`src/rtl/drsstc_interrupter_prog.sv`:
```
// Programmable DRSSTC interrupter: gates the synchronised resonant feedback into
// whole-cycle bursts (time-window or gen-cycle-count) with a hard max-on-time clamp.
module drsstc_interrupter_prog #(
    parameter int CLK_MHZ   = 100,
    parameter int CNT_W     = 24,
    parameter int CYC_W     = 8,
    parameter int MAX_ON_US = 200
) (
    input  logic             clk,
    input  logic             rst,
    input  logic             en,
    input  logic             mode,
    input  logic [CNT_W-1:0] period,
    input  logic [CNT_W-1:0] on_time,
    input  logic [CYC_W-1:0] cycles,
    input  logic             gen,
    output logic             out,
    output logic             active,
    output logic             fault
);
    localparam int MAX_ON_CLK = CLK_MHZ * MAX_ON_US;
    localparam logic [CNT_W-1:0] CLAMP_AT = CNT_W'(MAX_ON_CLK - 1);

    logic             gen_m, gen_s, gen_d;
    logic             en_q;
    logic [CNT_W-1:0] pcnt, oncnt;
    logic [CNT_W-1:0] period_sh, on_time_sh, win_len;
    logic [CYC_W-1:0] cycles_sh, rem;
    logic             mode_sh;
    logic             gate, lock, fault_q;
    logic             gen_rise, start, run, win, clamp, gate_set;

    assign gen_rise = gen_s & ~gen_d;
    // A new period starts on en rising, at the counter wrap, or continuously while
    // the latched period is 0 so that a later non-zero period is picked up.
    assign start    = en & (~en_q | (period_sh == '0) | (pcnt == period_sh - CNT_W'(1)));
    // The en-rise cycle still holds stale shadows, so no gating decision is made in it.
    assign run      = en & en_q & (period_sh != '0);
    assign win_len  = (on_time_sh < period_sh) ? on_time_sh : period_sh;
    assign win      = run & (mode_sh ? (rem != '0) : (pcnt < win_len));
    assign clamp    = gate & (oncnt == CLAMP_AT);
    assign gate_set = gen_rise & win & ~lock & ~clamp;

    assign out    = gate & gen_d;
    assign active = gate;
    assign fault  = fault_q;

    always_ff @(posedge clk) begin
        if (!rst) begin
            gen_m      <= 1'b0;
            gen_s      <= 1'b0;
            gen_d      <= 1'b0;
            en_q       <= 1'b0;
            pcnt       <= '0;
            oncnt      <= '0;
            period_sh  <= '0;
            on_time_sh <= '0;
            cycles_sh  <= '0;
            mode_sh    <= 1'b0;
            rem        <= '0;
            gate       <= 1'b0;
            lock       <= 1'b0;
            fault_q    <= 1'b0;
        end else begin
            gen_m <= gen;
            gen_s <= gen_m;
            gen_d <= gen_s;
            en_q  <= en;

            if (start) begin
                period_sh  <= period;
                on_time_sh <= on_time;
                cycles_sh  <= cycles;
                mode_sh    <= mode;
            end

            if (!en || (period_sh == '0) || start) begin
                pcnt <= '0;
            end else begin
                pcnt <= pcnt + CNT_W'(1);
            end

            // Gate only changes on a gen rising edge (gen_d low), except for the clamp.
            if (clamp) begin
                gate <= 1'b0;
            end else if (gen_rise) begin
                gate <= gate_set;
            end

            oncnt <= (gate && !clamp) ? oncnt + CNT_W'(1) : '0;

            if (start) begin
                lock    <= 1'b0;
                fault_q <= 1'b0;
            end else if (clamp) begin
                lock    <= 1'b1;
                fault_q <= 1'b1;
            end

            if (start) begin
                rem <= cycles;
            end else if (!en) begin
                rem <= '0;
            end else if (gate_set && mode_sh) begin
                rem <= rem - CYC_W'(1);
            end
        end
    end

    logic unused_cycles_sh;
    assign unused_cycles_sh = ^cycles_sh;
endmodule

```
`config.mk`:
```
export PLATFORM = sky130hd
export DESIGN_NAME = drsstc_interrupter_prog
export DESIGN_NICKNAME = d
export VERILOG_FILES = /design/src/rtl/drsstc_interrupter_prog.sv
export SDC_FILE = /design/constraint.sdc
export NUM_CORES = 1
export LEC_CHECK = 0
export CORE_MARGIN = 2
export CORE_UTILIZATION = 40
export DETAILED_ROUTE_END_ITERATION = 8
export MAX_ROUTING_LAYER = met4
export SLEW_MARGIN = 15
export SYNTH_ARGS = -nofsm -noshare
export SYNTH_HDL_FRONTEND = slang
export SYNTH_SLANG_ARGS = --single-unit
```
`constraint.sdc`:
```
create_clock -name clk -period 6.42 [get_ports clk]
set_input_delay 0.963 -clock clk [delete_from_list [all_inputs] [get_ports clk]]
set_output_delay 0.963 -clock clk [all_outputs]
set_load 0.05 [all_outputs]
```
==> results.md <==
- Post-synth EDFFs: 0
- Startpoint Class: flop
- GPL Wtd Cong: 0.8966
- CORE AREA: 0.01712 mm2
- CTS Root Buffer Type: clkbuf_16
- Leak pwr: 3.002 nW
- Part of the power in the clock network: 35.4%
- DRT Pass-1 Iters: 5
- Cell with the most instances after synthesis: dfxtp_1
- Total GRT Usage: 21.55%
- Area occupied by multi-input gates: 0.004343 mm2
- R2R setup slack: 1.89 ns
- Register area: 0.002222 mm2
- DIE HEIGHT: 135.8 um
- Diode count: 0
- DRC: 0
- Post-DP HPWL: 13.63 mm
- Initial DRC Count: 452
- FF+latch count, synth: 111
- Hold buffers post-CTS: 0
- Avg Cell Area, Syn: 8.070 um2
- Pins Over Slew Limit: 0
- Top-level I/O count: 64
- Row count: 48
- Most frequent cells after synthesis: dfxtp_1 (111), nand3_1 (80), a21oi_1 (69), nor2_1 (69), o21ai_0 (61)
- Worst Hold Path Cells: 1
- Post_cts resized: 0
- Routed WL: 18.71 mm
- TritonCTS buffer count: 9
- Slowest stage delay, CP: 0.58 ns
- Die W: 135.8 um
- First-pass GRT wire length: 30.37 mm
- Hold endpoint: gen_s
- Int Pwr: 1.159 mW
- Largest net degree at the start of global routing: 63
- Vias: 6308
- Most Frequent Cell on Critical Path: a21o_1
- Yosys top cell by area: dfxtp_1
- WS Path Type: flop to flop
- Period utilization: 70.60%
- Die area: 0.01844 mm2
- Part of the power in registers: 43.8%
- Layout cells sized above 1: 4.407%
- Synth Net Count: 974
- Post-CTS Setup Inserts: 0
- Detail-routed net length per standard cell: 16.86 um
- Hold_sp: gen_m
- Worst path slowest cell: a21oi_4
- R2R depth: 18
- CP top delay family: compound AO/OA/AOI/OAI gates
- Final net count: 993
- Area grow syn2layout: 15.09%
- Worst vdd ir: 0.0001493 V
- Worst R2R Start: period_sh[9]
- Synth Instances: 861
- Fin Clk Skew: 0.01926 ns
- Synth async-reset ratio: 0%
- Post-Syn Area: 0.006948 mm2
- Starting Density: 40.59%
- Final ANT Viol Nets: 0
- Outcome: completed
- Clk buf depth: 2
- Comb pwr share: 20.8%
- Max Freq: 220.6 MHz
- Synth top area share: 31.98%
- Net Sw Frac: 31.88%
- Filler cells: 1742
- Seq/Total Area, Yosys: 31.98%
- Max Cap Violations: 0
- Worst Max-Slew Pin Slew: 1.061 ns
- Unrepaired setup endpoints after global routing: false
- Worst-path clk slew: 0.09 ns
- Clock sinks: 111
- H-tree levels: 3
- Fin util: 46.72%
- Number of global-route vias before repair: 5838
- P_sw: 0.5424 mW
- Tmin final: 4.533 ns
- CP cell instances: inv_1 > ha_1 > a21o_1 > a211oi_1 > a211o_1 > a21o_1 > nand2_1 > a21oi_4 > mux2i_1 > ha_1 > a21o_1 > a21o_1 > a21oi_1 > o21ai_0 > a21oi_1 > o21ai_0 > a221o_1 > a21oi_1
- Min-Delay Path Class: flop to flop
- Library cells used by synthesis: 59
- Final Hold Fails: 0
- Final setup viols: 0
- Grt total ovfl: 0
- Via density: 5.683
- FF-to-FF End: active
- Setup TNS: 0 ns
- PD cells: 212.7 mW/mm2
- Worst Setup End Kind: flop
- CTS tree: built
- Max_slew headroom: 29.18%
- Top_reg_cell synth: dfxtp_1
- Critical path required time: 6.73 ns
- Area contributors post-synth: dfxtp_1 (32%), ha_1 (9.4%), nand3_1 (5.8%)
- Crit path buffers/inverters: 1
- Initial antenna violation count: 0
- Peak fanout along the critical path: 15
- Arr. time, crit path: 4.84 ns
- Worst hold slack: 0.4437 ns
- Yosys Warn Count: 0
- Port Buf Inserts: 63
- Clock latency at the later pin of the worst-skew pair: 0.38 ns
cell families after synthesis:
group                    share of synthesized area (%)
adder cells (fa/ha/maj)                          9.364
AO/OA/AOI/OAI                                    17.74
XOR/XNOR                                         8.950
flip-flops                                       31.98
buffers and inverters                            5.871
multiplexers                                     3.458
AND/OR/NAND/NOR                                  22.64
layout by cell type (no fill, tap or decap), types with 15 or more instances in the layout:
cell type	instances
a21o_1	23
a21oi_1	68
clkdlybuf4s50_1	62
dfxtp_1	111
ha_1	52
inv_1	35
mux2i_1	24
nand2_1	28
nand3_1	80
nand4_1	26
nor2_1	69
nor3_1	21
nor4_1	15
o21ai_0	61
xnor2_1	35
xor2_1	36
sequential cells by signal, summed over array words and instances (netlist names):
name and count:
period_sh 24, active 1, fault 1, en_q 1
mode_sh 1, gen_s 1, oncnt 24, gen_m 1
on_time_sh 24, pcnt 24, rem 8, gen_d 1
power groups by stage:
stage	Clock [mW]	Combinational, mW	Sequential [mW]
finish	0.602	0.354	0.745
global route	0.640	0.390	0.750
CTS	0.616	0.354	0.745
detailed placement	0	0.352	0.761
global placement	0	0.349	0.760
floorplan	0	0.254	0.740
worst max path at each step:
stage	startpoint	end	slack, ns	depth (start not counted)
2_1_floorplan	period_sh[5]	active	2.27	21
3_3_place_gp	period_sh[0]	rem[6]	1.35	11
3_5_place_dp	period_sh[9]	active	1.87	18
4_1_cts	period_sh[9]	active	1.86	18
5_1_grt	period_sh[9]	active	1.54	18
6_report	period_sh[9]	active	1.89	18
through the flow:
stage,total power [mW],instance area [um2],std cells,setup slack [ns]
6_report,1.701,7996,1110,1.887
2_1_floorplan,0.9939,6948,861,2.269
4_1_cts,1.715,7996,1110,1.862
3_5_place_dp,1.112,7675,1094,1.873
5_1_grt,1.780,7996,1110,1.541
3_3_place_gp,1.110,7662,1093,1.354
per-layer routing:
metal	global-route usage (%)	wire length [um]
met5	-	0
met3	3.629	767
met4	7.176	435
met2	33.61	8561
met1	28.38	8950
worst register-to-register path: stages (launching register included):
cell and delay (ns):
dfxtp_1 0.48, inv_1 0.08, ha_1 0.32, a21o_1 0.19, a211oi_1 0.48, a211o_1 0.25
a21o_1 0.12, nand2_1 0.09, a21oi_4 0.58, mux2i_1 0.27, ha_1 0.26, a21o_1 0.16
a21o_1 0.17, a21oi_1 0.21, o21ai_0 0.14, a21oi_1 0.15, o21ai_0 0.08, a221o_1 0.36
a21oi_1 0.10
final cells by class:
type,count,area share (%)
Sequential cell,111,27.79
Clock inverter,7,1.205
Multi-Input combinational cell,650,54.31
Clock buffer,9,2.816
Inverter,36,1.690
Tap cell,225,3.521
Timing Repair Buffer,72,8.668
No activity file was read; power rests on OpenSTA's default activity.
==> RTL change (same flow settings) <==
The parameter `CNT_W` goes from 24 to 12.
--- a/src/rtl/drsstc_interrupter_prog.sv
+++ b/src/rtl/drsstc_interrupter_prog.sv
@@ -3,5 +3,5 @@
 module drsstc_interrupter_prog #(
     parameter int CLK_MHZ   = 100,
-    parameter int CNT_W     = 24,
+    parameter int CNT_W     = 12,
     parameter int CYC_W     = 8,
     parameter int MAX_ON_US = 200
Ports: changed (resized on_time and period); port bits go from 64 to 40. The function was not compared with the original's and may differ.
==> RTL change against the original RTL <==
Total power decreased by 41%. Global-route usage decreased by 2.1 points. Fmax increased by 18%. Worst setup slack improved by 0.70 ns. Critical path depth decreased by 2. Final area decreased by 45%. Wire length decreased by 52%. Synthesized area decreased by 46%. Sequential cell count decreased by 48. Non-clock buffer count decreased by 31. Clock skew decreased by 0.0076 ns. Critical path type unchanged. Critical endpoint unchanged. Largest cell class unchanged. Highest routed layer unchanged.
==> RTL change: results <==
[outcome]
outcome = "complete, no violations"

[sta]
worst_pin_slew_ns = 0.954
clock-skew-final_ns = 0.0116

[critical_path]
slowest_delay_ns = 0.61
worstPathMaxFanout = 17
crit_family = "compound AO/OA/AOI/OAI gates"
ff2ff_path_depth = 16
reg2reg_from = "period_sh[1]"
regToRegSetupSlack_ns = 2.59
critical-path-slowest-cell = "a2111oi_2"
r2r_end = "active"
cp.arrival_ns = 4.11

[cells_and_area]
diodes = 0
layout.nets = 547
fillerInstances = 916
layout-drive-gt1-share_pct = 5.12

[detailed_routing]
drc_errors = 0
ant_nets = 0
drt_iter0_drc = 152
routed_wl_mm = 8.97
met1_length_mm = 4.12
wl_met2_mm = 4.31
dr.max_layer_used = "met4"
first_pass_iters = 4
wl_met3_um = 367
vias = 3214

[synth]
synth_area_leaders = "dfxtp_1, ha_1, mux2i_1"
synth.net_count = 518
yosysUniqueCellTypes = 51
seq_area_frac_synth_pct = 33.4
synth_fa_ha_area_share_pct = 8.93
synthMuxAreaShare_pct = 8.77
synth_ff_type = "dfxtp_1"
synthArstFlopShare_pct = 0
ys_top_cells_by_count = "nand2_1, dfxtp_1, nor2_1"
synth_compound_area_share_pct = 10.6
synthXorXnorAreaFrac_pct = 8.80

[cts]
cts_resized = 0
postCtsSetupRepairBufs = 0
numCtsBuffers = 9
cts_max_path_buffers = 2
insertion_delay_ns = 0.34
cts_root_buf = "clkbuf_8"
clk_pin_slew_ns = 0.08

[placed_design]
dpl_cell_area_um2 = 4220
port-buffer-count = 39
hpwlAfterDp_mm = 6.73
globalplace.congestion = 0.976

[hold_path]
worstHoldStart = "gen_s"
min_to = "gen_d"
hold_depth = 2

[global_routing]
grtUsageTotal_pct = 19.4
grt_antenna_before_repair = 0
grt_max_degree = 57
grt_pass1_wl_mm = 15.1

[pwr]
leakage_nw = 1.86
max-vdd-ir-drop_mv = 0.131
RTL change: cell type report:
class,instances,area (um2),area share [%]
tap,111,139,3.14
clock buffer,11,131,2.97
multi-input combinational,345,2330,52.6
sequential,63,1260,28.5
inverter,23,86.3,1.95
timing repair buffer,41,400,9.04
clock inverter,5,81.3,1.84
RTL change: worst max-delay path by stage:
stage,startpoint,endpoint,slack (ns),depth (start not counted)
CTS,period_sh[1],active,2.57,16
global placement,period_sh[5],active,2.72,15
detailed placement,period_sh[5],active,2.61,15
floorplan,period_sh[5],active,2.57,17
global route,period_sh[1],active,2.24,16
finish,period_sh[1],active,2.59,16
RTL change: logic make-up (layout without fill, tap and decap cells):
logic type,Yosys count,after routing
xor+xnor,38,38
flops,63,63
simple gates,190,190
fa+ha+maj,27,27
buf+inv,46,80
compound gates,57,57
mux,33,33
RTL change: through the flow:
stage	cells	total power [mW]	hold WS [ns]	setup WS, ns
after floorplan	454	0.566	0.412	2.57
after global placement	583	0.624	0.441	2.72
after detailed placement	583	0.627	0.449	2.61
after CTS	599	1.00	0.460	2.57
after global routing	599	1.05	0.488	2.24
final	599	0.995	0.457	2.59
RTL change: layer usage:
layer	GRT usage, %	vias up
met5	-	-
met4	7.59	0
met3	4.35	15
met2	31.4	67
met1	23.6	1499
li1	-	1633
RTL change: power by group:
group          leakage (nW)  internal [mW]  total, mW  switching, mW
combinational          1.24         0.0892      0.192          0.103
sequential            0.514          0.406      0.427         0.0212
clock                 0.104          0.220      0.376          0.157
RTL change: worst min-delay path, cell delays in order, from the launching register on:
cell     delay [ns]
dfxtp_1        0.31
inv_1          0.06
nor2_1         0.04
